**src/rtl/fetch_pkg.sv**
```systemverilog
// Shared constants for the fetch sequencer: opcodes, FSM state encoding, default widths.
package fetch_pkg;

  localparam int DEF_ADDR_W = 13;
  localparam int DEF_DATA_W = 8;

  localparam logic [2:0] OP_ADD = 3'b000;
  localparam logic [2:0] OP_AND = 3'b001;
  localparam logic [2:0] OP_LDA = 3'b010;
  localparam logic [2:0] OP_STA = 3'b011;
  localparam logic [2:0] OP_JMP = 3'b100;
  localparam logic [2:0] OP_JZ  = 3'b101;
  localparam logic [2:0] OP_NOA = 3'b110;
  localparam logic [2:0] OP_HLT = 3'b111;

  typedef enum logic [2:0] {
    ST_IDLE     = 3'd0,
    ST_FETCH_HI = 3'd1,
    ST_FETCH_LO = 3'd2,
    ST_OPERAND  = 3'd3,
    ST_ISSUE    = 3'd4,
    ST_HALTED   = 3'd5
  } state_t;

  function automatic logic is_operand_read(input logic [2:0] op);
    return (op == OP_ADD) || (op == OP_AND) || (op == OP_LDA);
  endfunction

endpackage

```
**src/rtl/op_decode.sv**
```systemverilog
// Opcode classification for the fetch sequencer.
module op_decode
  import fetch_pkg::*;
(
  input  logic [2:0] op,
  output logic       readOperand,
  output logic       store,
  output logic       jump,
  output logic       condJump,
  output logic       issueOnly,
  output logic       halt
);

  assign readOperand = is_operand_read(op);
  assign store       = (op == OP_STA);
  assign jump        = (op == OP_JMP);
  assign condJump    = (op == OP_JZ);
  assign issueOnly   = (op == OP_NOA);
  assign halt        = (op == OP_HLT);

endmodule

```
**src/rtl/fetch_sequencer.sv**
```systemverilog
// Memory-port initiator: fetches two-byte instructions, performs operand read/store,
// and hands decoded instructions to the accumulator datapath via valid/ready.
//
// state       | meaning
// ------------+-----------------------------------------------------------
// ST_IDLE     | no memory access, waiting for start
// ST_FETCH_HI | read byte0 {opcode, target hi} at pc
// ST_FETCH_LO | read byte1 target lo at pc, resolve jumps / next step
// ST_OPERAND  | operand read (ADD/AND/LDA) or store of accIn (STA) at target
// ST_ISSUE    | instValid held until instReady
// ST_HALTED   | HLT executed, only reset exits
module fetch_sequencer
  import fetch_pkg::*;
#(
  parameter int                ADDR_W   = DEF_ADDR_W,
  parameter int                DATA_W   = DEF_DATA_W,
  parameter logic [ADDR_W-1:0] RESET_PC = '0
) (
  input  logic              clock,
  input  logic              rst_n,
  input  logic              start,
  output logic              memRead,
  output logic              memWrite,
  output logic [ADDR_W-1:0] addressMem,
  output logic [DATA_W-1:0] dataMem,
  input  logic [DATA_W-1:0] memOut,
  input  logic [DATA_W-1:0] accIn,
  input  logic              zeroIn,
  output logic              instValid,
  input  logic              instReady,
  output logic [2:0]        instOp,
  output logic [DATA_W-1:0] instData,
  output logic [ADDR_W-1:0] pcOut,
  output logic              halted
);

  localparam int TGT_HI_W = ADDR_W - DATA_W;

  state_t            state;
  state_t            stateNext;
  logic [ADDR_W-1:0] pc;
  logic [ADDR_W-1:0] pcInc;
  logic [ADDR_W-1:0] target;
  logic [ADDR_W-1:0] fetchTarget;
  logic [DATA_W-1:0] irHi;
  logic [2:0]        curOp;
  logic              readOperand;
  logic              store;
  logic              jump;
  logic              condJump;
  logic              issueOnly;
  logic              halt;
  logic              takeJump;

  // irHi is only loaded in FETCH_HI, so it still names the current op during OPERAND
  assign curOp       = irHi[DATA_W-1 -: 3];
  assign fetchTarget = {irHi[TGT_HI_W-1:0], memOut};
  assign pcInc       = pc + ADDR_W'(1);
  assign takeJump    = jump | (condJump & zeroIn);
  assign pcOut       = pc;

  op_decode u_op_decode (
    .op          (curOp),
    .readOperand (readOperand),
    .store       (store),
    .jump        (jump),
    .condJump    (condJump),
    .issueOnly   (issueOnly),
    .halt        (halt)
  );

  always_ff @(posedge clock) begin
    if (!rst_n) state <= ST_IDLE;
    else        state <= stateNext;
  end

  always_comb begin
    stateNext = state;
    case (state)
      ST_IDLE:     if (start) stateNext = ST_FETCH_HI;
      ST_FETCH_HI: stateNext = ST_FETCH_LO;
      ST_FETCH_LO: begin
        if (readOperand || store) stateNext = ST_OPERAND;
        else if (issueOnly)       stateNext = ST_ISSUE;
        else if (halt)            stateNext = ST_HALTED;
        else                      stateNext = ST_FETCH_HI;
      end
      ST_OPERAND:  stateNext = store ? ST_FETCH_HI : ST_ISSUE;
      ST_ISSUE:    if (instReady) stateNext = ST_FETCH_HI;
      ST_HALTED:   stateNext = ST_HALTED;
      default:     stateNext = ST_IDLE;
    endcase
  end

  // Enables are gated by rst_n so a reset cycle can never write memory
  always_comb begin
    memRead    = 1'b0;
    memWrite   = 1'b0;
    addressMem = '0;
    dataMem    = '0;
    instValid  = 1'b0;
    halted     = 1'b0;
    if (rst_n) begin
      case (state)
        ST_FETCH_HI, ST_FETCH_LO: begin
          memRead    = 1'b1;
          addressMem = pc;
        end
        ST_OPERAND: begin
          addressMem = target;
          if (store) begin
            memWrite = 1'b1;
            dataMem  = accIn;
          end else begin
            memRead = 1'b1;
          end
        end
        ST_ISSUE:  instValid = 1'b1;
        ST_HALTED: halted    = 1'b1;
        default:   ;
      endcase
    end
  end

  always_ff @(posedge clock) begin
    if (!rst_n) begin
      pc       <= RESET_PC;
      irHi     <= '0;
      target   <= '0;
      instOp   <= '0;
      instData <= '0;
    end else begin
      case (state)
        ST_FETCH_HI: begin
          irHi <= memOut;
          pc   <= pcInc;
        end
        ST_FETCH_LO: begin
          pc     <= takeJump ? fetchTarget : pcInc;
          instOp <= curOp;
          target <= fetchTarget;
          if (!readOperand) instData <= '0;
        end
        ST_OPERAND: begin
          if (readOperand) instData <= memOut;
        end
        default: ;
      endcase
    end
  end

endmodule

```
**config.mk**
```make
export PLATFORM = sky130hd
export DESIGN_NAME = fetch_sequencer
export DESIGN_NICKNAME = d
export VERILOG_FILES = /design/src/rtl/fetch_pkg.sv /design/src/rtl/op_decode.sv /design/src/rtl/fetch_sequencer.sv
export SDC_FILE = /design/constraint.sdc
export NUM_CORES = 1
export LEC_CHECK = 0
export BUFFER_PORTS_ARGS = -buffer_cell sky130_fd_sc_hd__buf_2
export CORE_MARGIN = 2
export CORE_UTILIZATION = 45
export CTS_CLUSTER_SIZE = 40
export DETAILED_ROUTE_END_ITERATION = 8
export PLACE_DENSITY = 0.71
export SLEW_MARGIN = 5
export SYNTH_ARGS = -nofsm -noshare
export SYNTH_HDL_FRONTEND = slang
export SYNTH_SLANG_ARGS = --single-unit
```
**constraint.sdc**
```tcl
create_clock -name clock -period 1.8 [get_ports clock]
set_clock_uncertainty 0.05 [all_clocks]
set_input_delay 0.36 -clock clock [delete_from_list [all_inputs] [get_ports clock]]
set_output_delay 0.36 -clock clock [all_outputs]
set_load 0.02 [all_outputs]
```
# [Yosys cells after proc, flatten, opt, wreduce, memory -nomap -nowiden]
# Index checks and enable logic that the tools add are counted.
[word_totals] out_inout_bits=49 wordCells=62 regBits=48 inputBits=21
[classes] n_bitwise=2 reduce_logical=10 eq_ne=16 n_addsub=1 mux=27
[ops] op="$pmux W13 S2" count=2
[ops] op="$mux W8" count=5
[ops] op="$mux W13" count=2
[ops] op="$eq A3 B3 Y1 const B" count=6
[ops] op="$mux W3" count=6
[ops] op="$pmux W3 S6" count=1
[ops] op="$pmux W8 S2" count=1
[ops] op="$add A13 B1 Y13 const B" count=1
[ops] op="$eq A3 B2 Y1 const B" count=4
[ops] op="$mux W1" count=9
[ops] op="$ne A2 B2 Y1 const B" count=4
[ops] op="$eq A3 B1 Y1 const B" count=2
[ops] op="$logic_not A3 Y1" count=2
[ops] op="$reduce_bool A2 Y1" count=2
[ops] op="$logic_or A1 B1 Y1" count=3
[ops] op="$reduce_and A3 Y1" count=1
[ops] op="$pmux W1 S2" count=1
[ops] op="$reduce_and A2 Y1" count=1
[ops] op="$reduce_or A2 Y1" count=1
[ops] op="$and A1 B1 Y1" count=1
[ops] op="$or A1 B1 Y1" count=1

# [Logic depth before layout (Yosys ltp)]
[depth] ltp_word=6 ltp_mapped=7 depth_no_buf=5

# [Modules after synthesis]
# A second synthesis with hierarchy kept.
[unflattened] cells_unflattened=317 area_unflattened_um2=2648.8
[modules_own_cells] mod="fetch_sequencer" cells_per_inst=311 area_per_inst_um2=2598.7 n_inst=1
[modules_own_cells] mod="op_decode" cells_per_inst=6 area_per_inst_um2=50.0 n_inst=1

# [Least setup slack after synthesis]
# No wires, ideal clock.
[synth_path] path_type="register to output" startpoint="reg state[1]" endpoint="out dataMem[0]" path_buffers=3 path_slack_ps=-205 required_time_ps=1390 path_stages_with_launch=7 arrival_time_ps=1595 cell_sequence="dfxtp_1 buf_4 and3b_1 clkbuf_1 and3_1 clkbuf_1 and2_1"
[synth_between] elab_chain_cells=3
[synth_lines] item="start: declaration" line_no="fetch_sequencer.sv:39" text="state_t state;"
[synth_lines] item="start signal: assignment" line_no="fetch_sequencer.sv:74" text="else state <= stateNext;"
[synth_lines] item="$eq A3 B2 Y1" line_no="fetch_sequencer.sv:104" text="case (state)"
[synth_lines] item="$mux W8" line_no="fetch_sequencer.sv:104"
[synth_lines] item="$mux W8" line_no="fetch_sequencer.sv:103" text="if (rst_n) begin"
[synth_lines] item="end: declaration" line_no="fetch_sequencer.sv:25" text="output logic [DATA_W-1:0] dataMem,"
# No other way between the ends.

# [Worst setup path in the final report]
[layout_path] startpoint="reg state[0]" endpoint="out addressMem[12]"
[layout_between] elab_chain_cells=4 elab_cells_between_ends=6
[layout_lines] item="$eq A3 B2 Y1 or $eq A3 B1 Y1 (tied branches)" line_no="fetch_sequencer.sv:104"
[layout_lines] item="$reduce_or A2 Y1" line_no="fetch_sequencer.sv:104"
[layout_lines] item="$pmux W13 S2 *" line_no="fetch_sequencer.sv:104"
[layout_lines] item="$mux W13 *" line_no="fetch_sequencer.sv:103"
[layout_lines] item="end: declaration" line_no="fetch_sequencer.sv:24" text="output logic [ADDR_W-1:0] addressMem,"
# Every way passes the cells marked *; elsewhere a longest branch is shown, timed or not.

==> metrics.cfg <==
[timing]
hold_slack_ns=0.281
finalCritPeriodShare_pct=109
final-hold-violation-count=0
worst_pin_slew_ns=0.377
min_period_ns=1.96
grt_setup_unrepaired=true
setup_ws_ns=-0.161
slew_headroom_pct=74.9
final-setup-viol-count=23
fmax_mhz=510
drv_slew=0

[final_layout]
n_fill_cell=436
area_delta_synth_final_pct=44.6
final_area_um2=3500
layout-drive-gt1-share_pct=40.9
diodes=0
ff_latch_area_um2=975
final_nets=424
multi_input_area_um2=1470

[floorplan]
die_h_um=77.3
die_x_um=77.3
core-area_um2=5140
rows=26
pin_count=70
die-area_um2=5980
floorplan.initialDensity_pct=47.1

[yosys]
seq_area_frac_synth_pct=39.7
syn_area_um2=2420
synth-compound-area-share_pct=22.0
synthAdderAreaFrac_pct=0.517
synth_xor_area_share_pct=0.362
synthesis.nets=336
synthArstFlopShare_pct=0
muxShareOfSynthArea_pct=4.19
yosysWarnings=0
synth_area_leaders=dfxtp_1, a22oi_1, nand2_1
synth_top_family_by_area=simple AND/OR/NAND/NOR gates
postSynthCellCount=314
synth_simple_gate_area_share_pct=27.1
ys_types=41
synth_top_area_share_pct=39.7
yosys.area.top_type=dfxtp_1
synth_seq_cells=48
synthFlopType=dfxtp_1
synth_area_per_cell_um2=7.70
synth_edf_count=0

[worst_setup_path]
worst_ep_arrival_time_ns=1.55
slowest_delay_ns=0.38
r2r_setup_slack_ns=-0.01
crit_path_max_fanout=10
end_kind=output port
slowest_stage=dfxtp_4
r2r-start=state[2]
r2r_end=pcOut[7]
worstPathCellList=xnor2_4 -> nor2_4 -> buf_12 -> a22oi_1 -> nor2_1 -> buf_4
reg2reg_depth=5
critical_path_class=flip-flop to output port
worstPathRequired_ns=1.39
start_kind=flip-flop

[clock_tree]
path_clk_slew_ns=0.09
clock_sinks=48
clk_latency_ns=0.30
clockBufferDepth=2
cts-htree-levels=2
cts_tree=yes
cts_root_buffer=clkbuf_8
cts_hold_buf=0
numCtsBuffers=5

[routing]
dr.max_layer_used=met4
postRouteAntennaNets=0
totalWireLength_um=8160
routed_via_density=5.78
wl_per_cell_um=17.2
wl_met2_um=4050
wl_met3_um=564
drc_errors=0
drt_iter0_markers=248
met1_length_um=3470
vias=2732
drt_pass1_iterations=5

[power_and_ir_drop]
ir_drop_uv=687
p_leak_nw=1.43
p_per_area_nw_per_um2=801
power_w=0.00280

[flow_run]
max_cap_violations=0

[global_routing]
grt_max_degree=26
grt_usage_pct=26.5
grt_pass1_wl_um=12600
grt_pass1_vias=2447
grt_antenna_before_repair=0
grt_remaining_overflow=0

[place]
post_dp_cell_area_um2=3040
gp_congestion=0.949
numPortBuffers=69
dpl.hpwl_um=5390

[min_path]
min_to=target[3]
hold_path_class=input pin to flip-flop
min-delay-start=memOut[3]
worstHoldPathCells=3

[run_status]
status=finished with violations
violations=setup timing

==> flip-flops by register name, indices dropped and copies added (netlist names) <==
signal    count
pcOut        13
target       13
state         3
instOp        3
irHi          8
instData      8
==> per-layer routing <==
| layer | global-route usage, % | vias up |
|---|---|---|
| li1 | - | 1294 |
| met3 | 4.59 | 10 |
| met1 | 36.4 | 1299 |
| met5 | 0 | - |
| met4 | 5.18 | 0 |
| met2 | 43.8 | 129 |
==> worst max path at each step <==
stage              from              to  slack [ns]  cells past startpoint
2_1_floorplan     rst_n   addressMem[0]       -0.03                      5
3_3_place_gp     zeroIn        pcOut[9]        0.08                      5
3_5_place_dp   state[1]        pcOut[1]       0.004                      5
4_1_cts        state[0]   addressMem[0]       -0.14                      6
5_1_grt        state[0]  addressMem[12]       -0.22                      6
6_report       state[0]  addressMem[12]       -0.16                      6
==> critical path, delay by kind of cell (launching register included) <==
kind	cells	cell delay, ns
simple gates	2	0.30
flops	1	0.38
buf+inv	2	0.33
compound gates	1	0.09
xor+xnor	1	0.16
==> power by group <==
| group | switching (W) | internal [W] | leakage [nW] |
|---|---|---|---|
| Clock | 0.000390 | 0.000419 | 0.0548 |
| Sequential | 0.0000731 | 0.00113 | 0.392 |
| Combinational | 0.000430 | 0.000363 | 0.988 |
| Total | 0.000893 | 0.00191 | 1.43 |
==> cell type report <==
class                   count  share of cell area [%]
inverters                   4                   0.429
multi-input cells         232                    41.9
repair buffers            111                    24.0
well taps                  70                    2.50
clock buffers               5                    1.97
clock inverters             3                    1.32
flip-flops and latches     48                    27.9
==> kinds of logic after synthesis <==
family	Yosys count
AND/OR/NAND/NOR	137
AO/OA/AOI/OAI	82
flip-flops	48
buffers and inverters	35
multiplexers	10
XOR/XNOR	1
adder cells (fa/ha/maj)	1
==> metrics by stage <==
stage	setup TNS (ns)	std cells	worst slack, ns	utilization (%)
CTS	-1.87	465	-0.137	64.2
finish	-2.38	473	-0.161	68.0
global placement	0	454	0.0766	59.2
detailed placement	0	454	0.00404	59.2
global route	-3.89	473	-0.223	68.0
floorplan	-0.0754	314	-0.0251	-
==> Yosys cell counts (2+ instances only) <==
cell / count
dfxtp_1: 48
nand2_1: 44
nor2_1: 42
a21oi_1: 28
a22oi_1: 25
clkbuf_1: 18
and2_1: 9
buf_2: 9
mux2i_1: 9
nand3_1: 9
o21ai_0: 8
a31oi_1: 7
and3_1: 7
nand4_1: 7
and4_1: 4
inv_1: 4
or4_1: 4
a311oi_1: 3
buf_1: 3
nand2b_1: 2
nor2b_1: 2
nor3b_1: 2
o22ai_1: 2
==> placed cells by master (no fill, tap or decap), drive strengths merged, types with 2 or more instances in the layout <==
master  synthesis  final
dfxtp          48     48
o22ai           2      2
o21ai           8      8
nor2           42     42
a311oi          3      3
nor2b           2      2
or4             4      4
nand3           9      9
and4            4      4
inv             4      5
mux2i           9      9
nand4           7      7
nor3b           2      2
nand2          44     44
a31oi           7      7
a22oi          25     25
clkbuf         18      6
a21oi          28     28
nand2b          2      2
and2            9      9
buf            13    110
and3            7      8
==> repair_timing <==
item,in CTS,in global routing
buffers inserted,2,7
cloned,1,1
pin swaps,10,12
endpoints found under the hold margin,0,0
setup endpoints to repair,26,41
gates resized for setup,45,35
No activity file was read; power rests on OpenSTA's default activity.
